**src/rtl/fb_sched_pkg.sv**
```systemverilog
// Shared constants, buffer-index type and triple-buffer rotation helper
// for the frame-buffer burst scheduler.
package fb_sched_pkg;

  localparam int unsigned BURST_BEATS = 16;
  localparam int unsigned BEAT_BYTES  = 8;
  localparam int unsigned BURST_BYTES = 128;
  localparam int unsigned N_BUF       = 3;

  typedef logic [1:0] buf_idx_t;

  function automatic buf_idx_t next_buf(input buf_idx_t idx);
    if (idx == buf_idx_t'(N_BUF - 1)) begin
      return 2'd0;
    end else begin
      return idx + 2'd1;
    end
  endfunction

endpackage

```
**src/rtl/fb_burst_chan.sv**
```systemverilog
// One AXI address channel: burst counter, outstanding counter and the
// valid/address register, with the issue gating for new bursts.
module fb_burst_chan
  import fb_sched_pkg::*;
#(
  parameter int unsigned NB           = 64800,
  parameter int unsigned MAX_OUT      = 4,
  parameter logic [31:0] BASE         = 32'h0200_0000,
  parameter logic [31:0] FRAME_STRIDE = 32'h0080_0000
) (
  input  logic        clk_i,
  input  logic        rst_ni,
  input  buf_idx_t    idx_i,
  input  logic        en_i,
  input  logic        block_i,
  input  logic        clr_i,
  input  logic        req_i,
  input  logic        ready_i,
  input  logic        done_i,
  output logic        valid_o,
  output logic [31:0] addr_o,
  output logic        complete_o
);

  localparam int CW = $clog2(NB + 1);
  localparam int OW = $clog2(MAX_OUT + 1);

  logic [CW-1:0] r_cnt;
  logic [OW-1:0] r_out;
  logic          r_valid;
  logic [31:0]   r_addr;

  logic [CW-1:0] w_cnt_nxt;
  logic [OW-1:0] w_out_nxt;
  logic          w_hs;
  logic          w_dec;
  logic          w_issue;
  logic [31:0]   w_addr_nxt;

  // Next counter values; the issue decision looks at them so a burst can
  // follow a handshake in the very next cycle.
  always_comb begin
    w_hs  = r_valid & ready_i;
    w_dec = done_i & (r_out != '0);
    if (clr_i) begin
      w_cnt_nxt = '0;
    end else if (w_hs) begin
      w_cnt_nxt = r_cnt + CW'(1);
    end else begin
      w_cnt_nxt = r_cnt;
    end
    case ({w_hs, w_dec})
      2'b10:   w_out_nxt = r_out + OW'(1);
      2'b01:   w_out_nxt = r_out - OW'(1);
      default: w_out_nxt = r_out;
    endcase
    w_issue = en_i & req_i & ~block_i
            & (w_cnt_nxt < CW'(NB)) & (w_out_nxt < OW'(MAX_OUT));
    w_addr_nxt = BASE + 32'(idx_i) * FRAME_STRIDE
               + 32'(w_cnt_nxt) * 32'(BURST_BYTES);
  end

  // Valid and address only change while idle or on acceptance.
  always_ff @(posedge clk_i) begin
    if (!rst_ni) begin
      r_cnt   <= '0;
      r_out   <= '0;
      r_valid <= 1'b0;
      r_addr  <= 32'd0;
    end else begin
      r_cnt <= w_cnt_nxt;
      r_out <= w_out_nxt;
      if (!r_valid || ready_i) begin
        r_valid <= w_issue;
        if (w_issue) begin
          r_addr <= w_addr_nxt;
        end
      end
    end
  end

  assign valid_o    = r_valid;
  assign addr_o     = r_addr;
  assign complete_o = (r_cnt == CW'(NB)) && (r_out == '0);

endmodule

```
**src/rtl/fb_burst_sched.sv**
```systemverilog
// Frame-buffer burst scheduler: vsync edge detection, triple-buffer rotation
// and drop counting around one write and one read burst channel.
module fb_burst_sched
  import fb_sched_pkg::*;
#(
  parameter int unsigned H_WIDTH      = 1920,
  parameter int unsigned V_HEIGHT     = 1080,
  parameter logic [31:0] BASE         = 32'h0200_0000,
  parameter logic [31:0] FRAME_STRIDE = 32'h0080_0000,
  parameter int unsigned MAX_OUT      = 4,
  parameter logic        VS_POL       = 1'b1
) (
  input  logic        clk_i,
  input  logic        rst_ni,
  input  logic        wen_i,
  input  logic        ren_i,
  input  logic        vs_i,
  input  logic        w_req_i,
  output logic [31:0] w_addr_o,
  output logic        w_valid_o,
  input  logic        w_ready_i,
  input  logic        w_done_i,
  input  logic        r_req_i,
  output logic [31:0] r_addr_o,
  output logic        r_valid_o,
  input  logic        r_ready_i,
  input  logic        r_done_i,
  output logic [1:0]  w_idx_o,
  output logic [1:0]  r_idx_o,
  output logic        frame_valid_o,
  output logic [7:0]  drop_cnt_o
);

  localparam int unsigned PIX_PER_BURST = BURST_BEATS * BEAT_BYTES / 4;
  localparam int unsigned NB            = H_WIDTH * V_HEIGHT / PIX_PER_BURST;

  if ((H_WIDTH * V_HEIGHT) % PIX_PER_BURST != 0) begin : g_nb_check
    $error("fb_burst_sched: frame is not a whole number of bursts");
  end
  if (H_WIDTH * V_HEIGHT * 4 > FRAME_STRIDE) begin : g_stride_check
    $error("fb_burst_sched: FRAME_STRIDE smaller than one frame");
  end

  logic     r_vs;
  logic     r_swap_pend;
  buf_idx_t r_w_idx;
  buf_idx_t r_r_idx;
  logic     r_frame_valid;
  logic [7:0] r_drop_cnt;

  logic w_vs_edge;
  logic w_swap;
  logic w_w_complete;
  logic w_unused_r_complete;

  assign w_vs_edge = (vs_i == VS_POL) && (r_vs != VS_POL);
  assign w_swap    = r_swap_pend & ~w_valid_o & ~r_valid_o;

  // A swap waits for both address channels to be idle so no held
  // address is ever rewritten.
  always_ff @(posedge clk_i) begin
    if (!rst_ni) begin
      r_vs          <= ~VS_POL;
      r_swap_pend   <= 1'b0;
      r_w_idx       <= 2'd0;
      r_r_idx       <= 2'd0;
      r_frame_valid <= 1'b0;
      r_drop_cnt    <= 8'd0;
    end else begin
      r_vs <= vs_i;
      if (w_vs_edge) begin
        r_swap_pend <= 1'b1;
      end else if (w_swap) begin
        r_swap_pend <= 1'b0;
      end
      if (w_swap) begin
        if (w_w_complete) begin
          r_r_idx       <= r_w_idx;
          r_w_idx       <= next_buf(r_w_idx);
          r_frame_valid <= 1'b1;
        end else if (r_drop_cnt != 8'hFF) begin
          r_drop_cnt <= r_drop_cnt + 8'd1;
        end
      end
    end
  end

  fb_burst_chan #(
    .NB(NB), .MAX_OUT(MAX_OUT), .BASE(BASE), .FRAME_STRIDE(FRAME_STRIDE)
  ) u_wr (
    .clk_i      (clk_i),
    .rst_ni     (rst_ni),
    .idx_i      (r_w_idx),
    .en_i       (wen_i),
    .block_i    (r_swap_pend),
    .clr_i      (w_swap),
    .req_i      (w_req_i),
    .ready_i    (w_ready_i),
    .done_i     (w_done_i),
    .valid_o    (w_valid_o),
    .addr_o     (w_addr_o),
    .complete_o (w_w_complete)
  );

  // Reads stay parked until a complete frame exists to read from.
  fb_burst_chan #(
    .NB(NB), .MAX_OUT(MAX_OUT), .BASE(BASE), .FRAME_STRIDE(FRAME_STRIDE)
  ) u_rd (
    .clk_i      (clk_i),
    .rst_ni     (rst_ni),
    .idx_i      (r_r_idx),
    .en_i       (ren_i),
    .block_i    (r_swap_pend | ~r_frame_valid),
    .clr_i      (w_swap),
    .req_i      (r_req_i),
    .ready_i    (r_ready_i),
    .done_i     (r_done_i),
    .valid_o    (r_valid_o),
    .addr_o     (r_addr_o),
    .complete_o (w_unused_r_complete)
  );

  assign w_idx_o       = r_w_idx;
  assign r_idx_o       = r_r_idx;
  assign frame_valid_o = r_frame_valid;
  assign drop_cnt_o    = r_drop_cnt;

endmodule
```
**config.mk**
```make
export PLATFORM = sky130hd
export DESIGN_NAME = fb_burst_sched
export DESIGN_NICKNAME = d
export VERILOG_FILES = /design/src/rtl/fb_sched_pkg.sv /design/src/rtl/fb_burst_chan.sv /design/src/rtl/fb_burst_sched.sv
export SDC_FILE = /design/constraint.sdc
export NUM_CORES = 1
export LEC_CHECK = 0
export BUFFER_PORTS_ARGS = -buffer_cell sky130_fd_sc_hd__buf_2
export CORE_ASPECT_RATIO = 1.25
export CORE_UTILIZATION = 55
export DETAILED_ROUTE_END_ITERATION = 8
export PLACE_DENSITY_LB_ADDON = 0.3
export SLEW_MARGIN = 20
export SYNTH_ARGS = -nofsm -noshare
export SYNTH_HDL_FRONTEND = slang
export SYNTH_SLANG_ARGS = --single-unit
```
**constraint.sdc**
```tcl
create_clock -name clk_i -period 4.1 [get_ports clk_i]
set_clock_uncertainty 0.15 [all_clocks]
set_input_delay 1.025 -clock clk_i [delete_from_list [all_inputs] [get_ports clk_i]]
set_output_delay 1.025 -clock clk_i [all_outputs]
set_load 0.01 [all_outputs]
```
==> impl_metrics.tcl <==
set metrics [dict create \
    status "finished, final reports clean" \
    met2_usage_pct 40.3 \
    report.final.setup_viol 0 \
    power.internal_w 0.00124 \
    yosysMostFrequentCell "dfxtp_1" \
    synth-warning-count 0 \
    totalNegativeSetupSlack_ns 0 \
    maximum_buffer_depth_of_the_clock_tree 2 \
    postPlaceCellArea_mm2 0.00470 \
    dp_hpwl_mm 6.41 \
    peak_supply_drop_uv 215 \
    grt_util_all_layers_pct 23.0 \
    critical-path-max-stage-delay_ns 0.38 \
    synthesis.instances 475 \
    root_buffer_cell "clkbuf_8" \
    final.setup.worst_slack_ns 0.642 \
    hold_violations 0 \
    antenna_found_initial 0 \
    areaGrowthSynthToFinish_pct 10.6 \
    detailroute.via_count 3382 \
    fin_total_pwr_w 0.00164 \
    tritoncts_num_sinks 93 \
    slew_viol_final 0 \
    routed_wire_length_per_instance_um 14.0 \
    post_cts.resized_instances 0 \
    combPwrFrac_pct 6.0 \
    fin_cells 632 \
    io_buffer_count 63 \
    fp.dieW_um 82.2 \
    worst_skew_pair.late_latency_ns 0.37 \
    critical-path-slowest-cell "fa_1" \
    placedCellCount 616 \
    p_switching_w 0.000392 \
    cts_tree "built" \
    timing.max_slew.rel_slack_pct 52.0 \
    final_period_demand_of_the_worst_path_ns 3.46 \
    max_cap_viol_count 0 \
    core.rowCount 36 \
    met3_track_utilization_from_global_routing_pct 4.38 \
    grt_pass1_vias 3194 \
    peak_clock_frequency_supported_by_timing_mhz 289 \
    viasPerCell 5.35 \
    worstPathCellList "buf_2, nand2_1, ha_1, fa_1, xnor2_1, nor2_1, xnor2_1, and4_1, nand2_1, a21oi_4, buf_12, mux2_2" \
    remaining_drc_errors 0 \
    drt-total-wl_mm 8.86 \
    postSynthRegisterBits 93 \
    grt_most_used_layer "met2" \
    synth_async_sr_flop_share_pct 0 \
    antenna_cells 0 \
    drtAntennaViolNets 0 \
    postSynth.topFlopCell "dfxtp_1" \
    gp_routability_congestion 0.842 \
    final_net_count 551 \
    detailedRoute.firstPassIterationCount 5 \
    critPathArrivalTime_ns 3.57 \
    grt.met1_usage_pct 27.1 \
    io_pins 90 \
    clock_transition_at_path_regs_ns 0.08 \
    leakage_nw 2.11 \
    global_route.overflow_total 0 \
    fp.dieArea_mm2 0.00841 \
    worst_pin_slew_ns 0.720 \
    initial_utilization_pct 56.8 \
    period_share_pct 84.3 \
    ys_types 56 \
    cts.htree.levels 3 \
    worstSetupPathType "in2reg" \
    core_area_mm2 0.00779 \
    synth_enable_flop_cells 0 \
    pwr-share-seq_pct 56.2 \
    power_density_mw_per_mm2 334 \
    grt_first_pass_wirelength_mm 14.6 \
    detailedRoute.firstIterationViolations 86 \
    stdcell_area_mm2 0.00489 \
    crit_required_ns 4.21 \
    clock_group_share_of_total_power_pct 37.8 \
    synth.yosys.seq_area_share_pct 42.1 \
    end_kind "register" \
    cts_buffers 9 \
    postCtsSetupRepairBufs 0 \
    pin_count_of_the_biggest_net_entering_global_routing 45 \
    dieHeight_um 102 \
    synth.top_cell.area_share_pct 42.1 \
    worst_setup_slack_post_dpl_ns 0.305 \
    top_cell_type_by_total_area_after_synthesis "dfxtp_1" \
    start_kind "input port" \
    cts_hold_repair.buffers 0 \
    final_layout_size_suffix_gt1_share_pct 23.1 \
    syn_area_per_cell_um2 9.31 \
    power_switching_share_pct 24.0 \
    synth_area_mm2 0.00442 \
    hp-class "reg2reg" \
    grt_setup_unrepaired "no" \
    synthTopCellsByCount "dfxtp_1, nor2_1, nand2_1" \
    worst-path-max-fanout 14 \
    post_synth_main_area_contributors "dfxtp_1, mux2_2, buf_4" \
]
==> registers in the layout, indices dropped and copies added (netlist names) <==
register       cells
u_wr.r_out         3
r_vs               1
u_rd.r_out         3
drop_cnt_o         8
r_swap_pend        1
u_wr.r_cnt        16
frame_valid_o      1
u_rd.addr_o       19
r_idx_o            2
u_rd.valid_o       1
u_wr.addr_o       19
u_rd.r_cnt        16
w_idx_o            2
u_wr.valid_o       1
==> placed cells by master (no fill, tap or decap), types with 3 or more instances in the layout <==
| cell | Yosys | final |
|---|---|---|
| dfxtp_1 | 93 | 93 |
| buf_2 | 1 | 63 |
| nor2_1 | 50 | 50 |
| nand2_1 | 38 | 38 |
| and2_1 | 31 | 31 |
| conb_1 | 1 | 26 |
| mux2_2 | 21 | 21 |
| xnor2_1 | 19 | 19 |
| xor2_1 | 17 | 17 |
| inv_1 | 16 | 16 |
| a21oi_1 | 16 | 16 |
| mux2i_1 | 14 | 14 |
| nand3_1 | 13 | 13 |
| nand4_1 | 12 | 12 |
| o21ai_0 | 10 | 10 |
| clkbuf_8 | 0 | 10 |
| nor4_1 | 8 | 8 |
| or3_1 | 7 | 7 |
| nor3_1 | 6 | 6 |
| ha_1 | 6 | 6 |
| mux2_4 | 5 | 5 |
| and3_1 | 5 | 5 |
| buf_4 | 31 | 5 |
| nand2b_1 | 3 | 3 |
| a221oi_1 | 3 | 3 |
| clkinv_2 | 0 | 3 |
==> per-layer routing <==
metal | part of all wire, % | vias to the layer above
met5 | 0 | -
met4 | 1.9 | 0
met3 | 3.7 | 15
met2 | 52 | 96
met1 | 43 | 1606
li1 | - | 1665
==> critical path, delay by kind of cell <==
kind	cells	cell delay [ns]
AO/OA/AOI/OAI	1	0.24
XOR/XNOR	2	0.35
adder cells (fa/ha/maj)	2	0.66
buffers and inverters	2	0.35
multiplexers	1	0.34
AND/OR/NAND/NOR	4	0.59
==> metrics by stage <==
stage | hold WS [ns] | utilization (%)
CTS | 0.287 | 62.8
finish | 0.281 | 62.8
floorplan | 0.238 | -
global route | 0.283 | 62.8
detailed placement | 0.271 | 60.3
global placement | 0.243 | 60.3
==> power by group through the flow <==
stage / clock network (W) / logic (W) / registers (W)
3_3_place_gp: 0 / 0.0000958 / 0.000940
3_5_place_dp: 0 / 0.0000980 / 0.000941
4_1_cts: 0.000629 / 0.0000989 / 0.000920
6_report: 0.000617 / 0.0000980 / 0.000920
5_1_grt: 0.000669 / 0.000111 / 0.000922
2_1_floorplan: 0 / 0.0000857 / 0.000941
==> cells by family (layout without fill, tap and decap cells) <==
logic type | count (synthesis) | after routing | synth area share (%)
simple gates | 186 | 186 | 21.9
flops | 93 | 93 | 42.1
buf+inv | 65 | 102 | 8.54
compound gates | 46 | 46 | 7.41
mux | 40 | 40 | 10.2
xor+xnor | 36 | 36 | 7.13
fa+ha+maj | 8 | 8 | 2.60
other cells | 1 | 26 | 0.0848
==> final timing paths <==
path                            cells past startpoint  slack (ns)                      endpoint                       start
worst max-delay path                               12        0.64  u_wr.addr_o[14]$_SDFFE_PN0P_                   w_ready_i
worst min-delay path                                1        0.28      r_swap_pend$_SDFFE_PN0P_             r_vs$_SDFF_PN0_
worst max register to register                     12        0.75  u_wr.addr_o[14]$_SDFFE_PN0P_  u_wr.r_out[0]$_SDFFE_PN0N_
worst min register to register                      1        0.28      r_swap_pend$_SDFFE_PN0P_             r_vs$_SDFF_PN0_
==> cell type report <==
| class | instances | area [um^2] |
|---|---|---|
| Fill cell | 672 | 2900 |
| Multi-Input combinational cell | 342 | 2280 |
| Sequential cell | 93 | 1860 |
| Timing Repair Buffer | 69 | 373 |
| Clock buffer | 10 | 138 |
| Tap cell | 95 | 119 |
| Inverter | 17 | 63.8 |
| Clock inverter | 6 | 61.3 |
No activity file was read; power rests on OpenSTA's default activity.
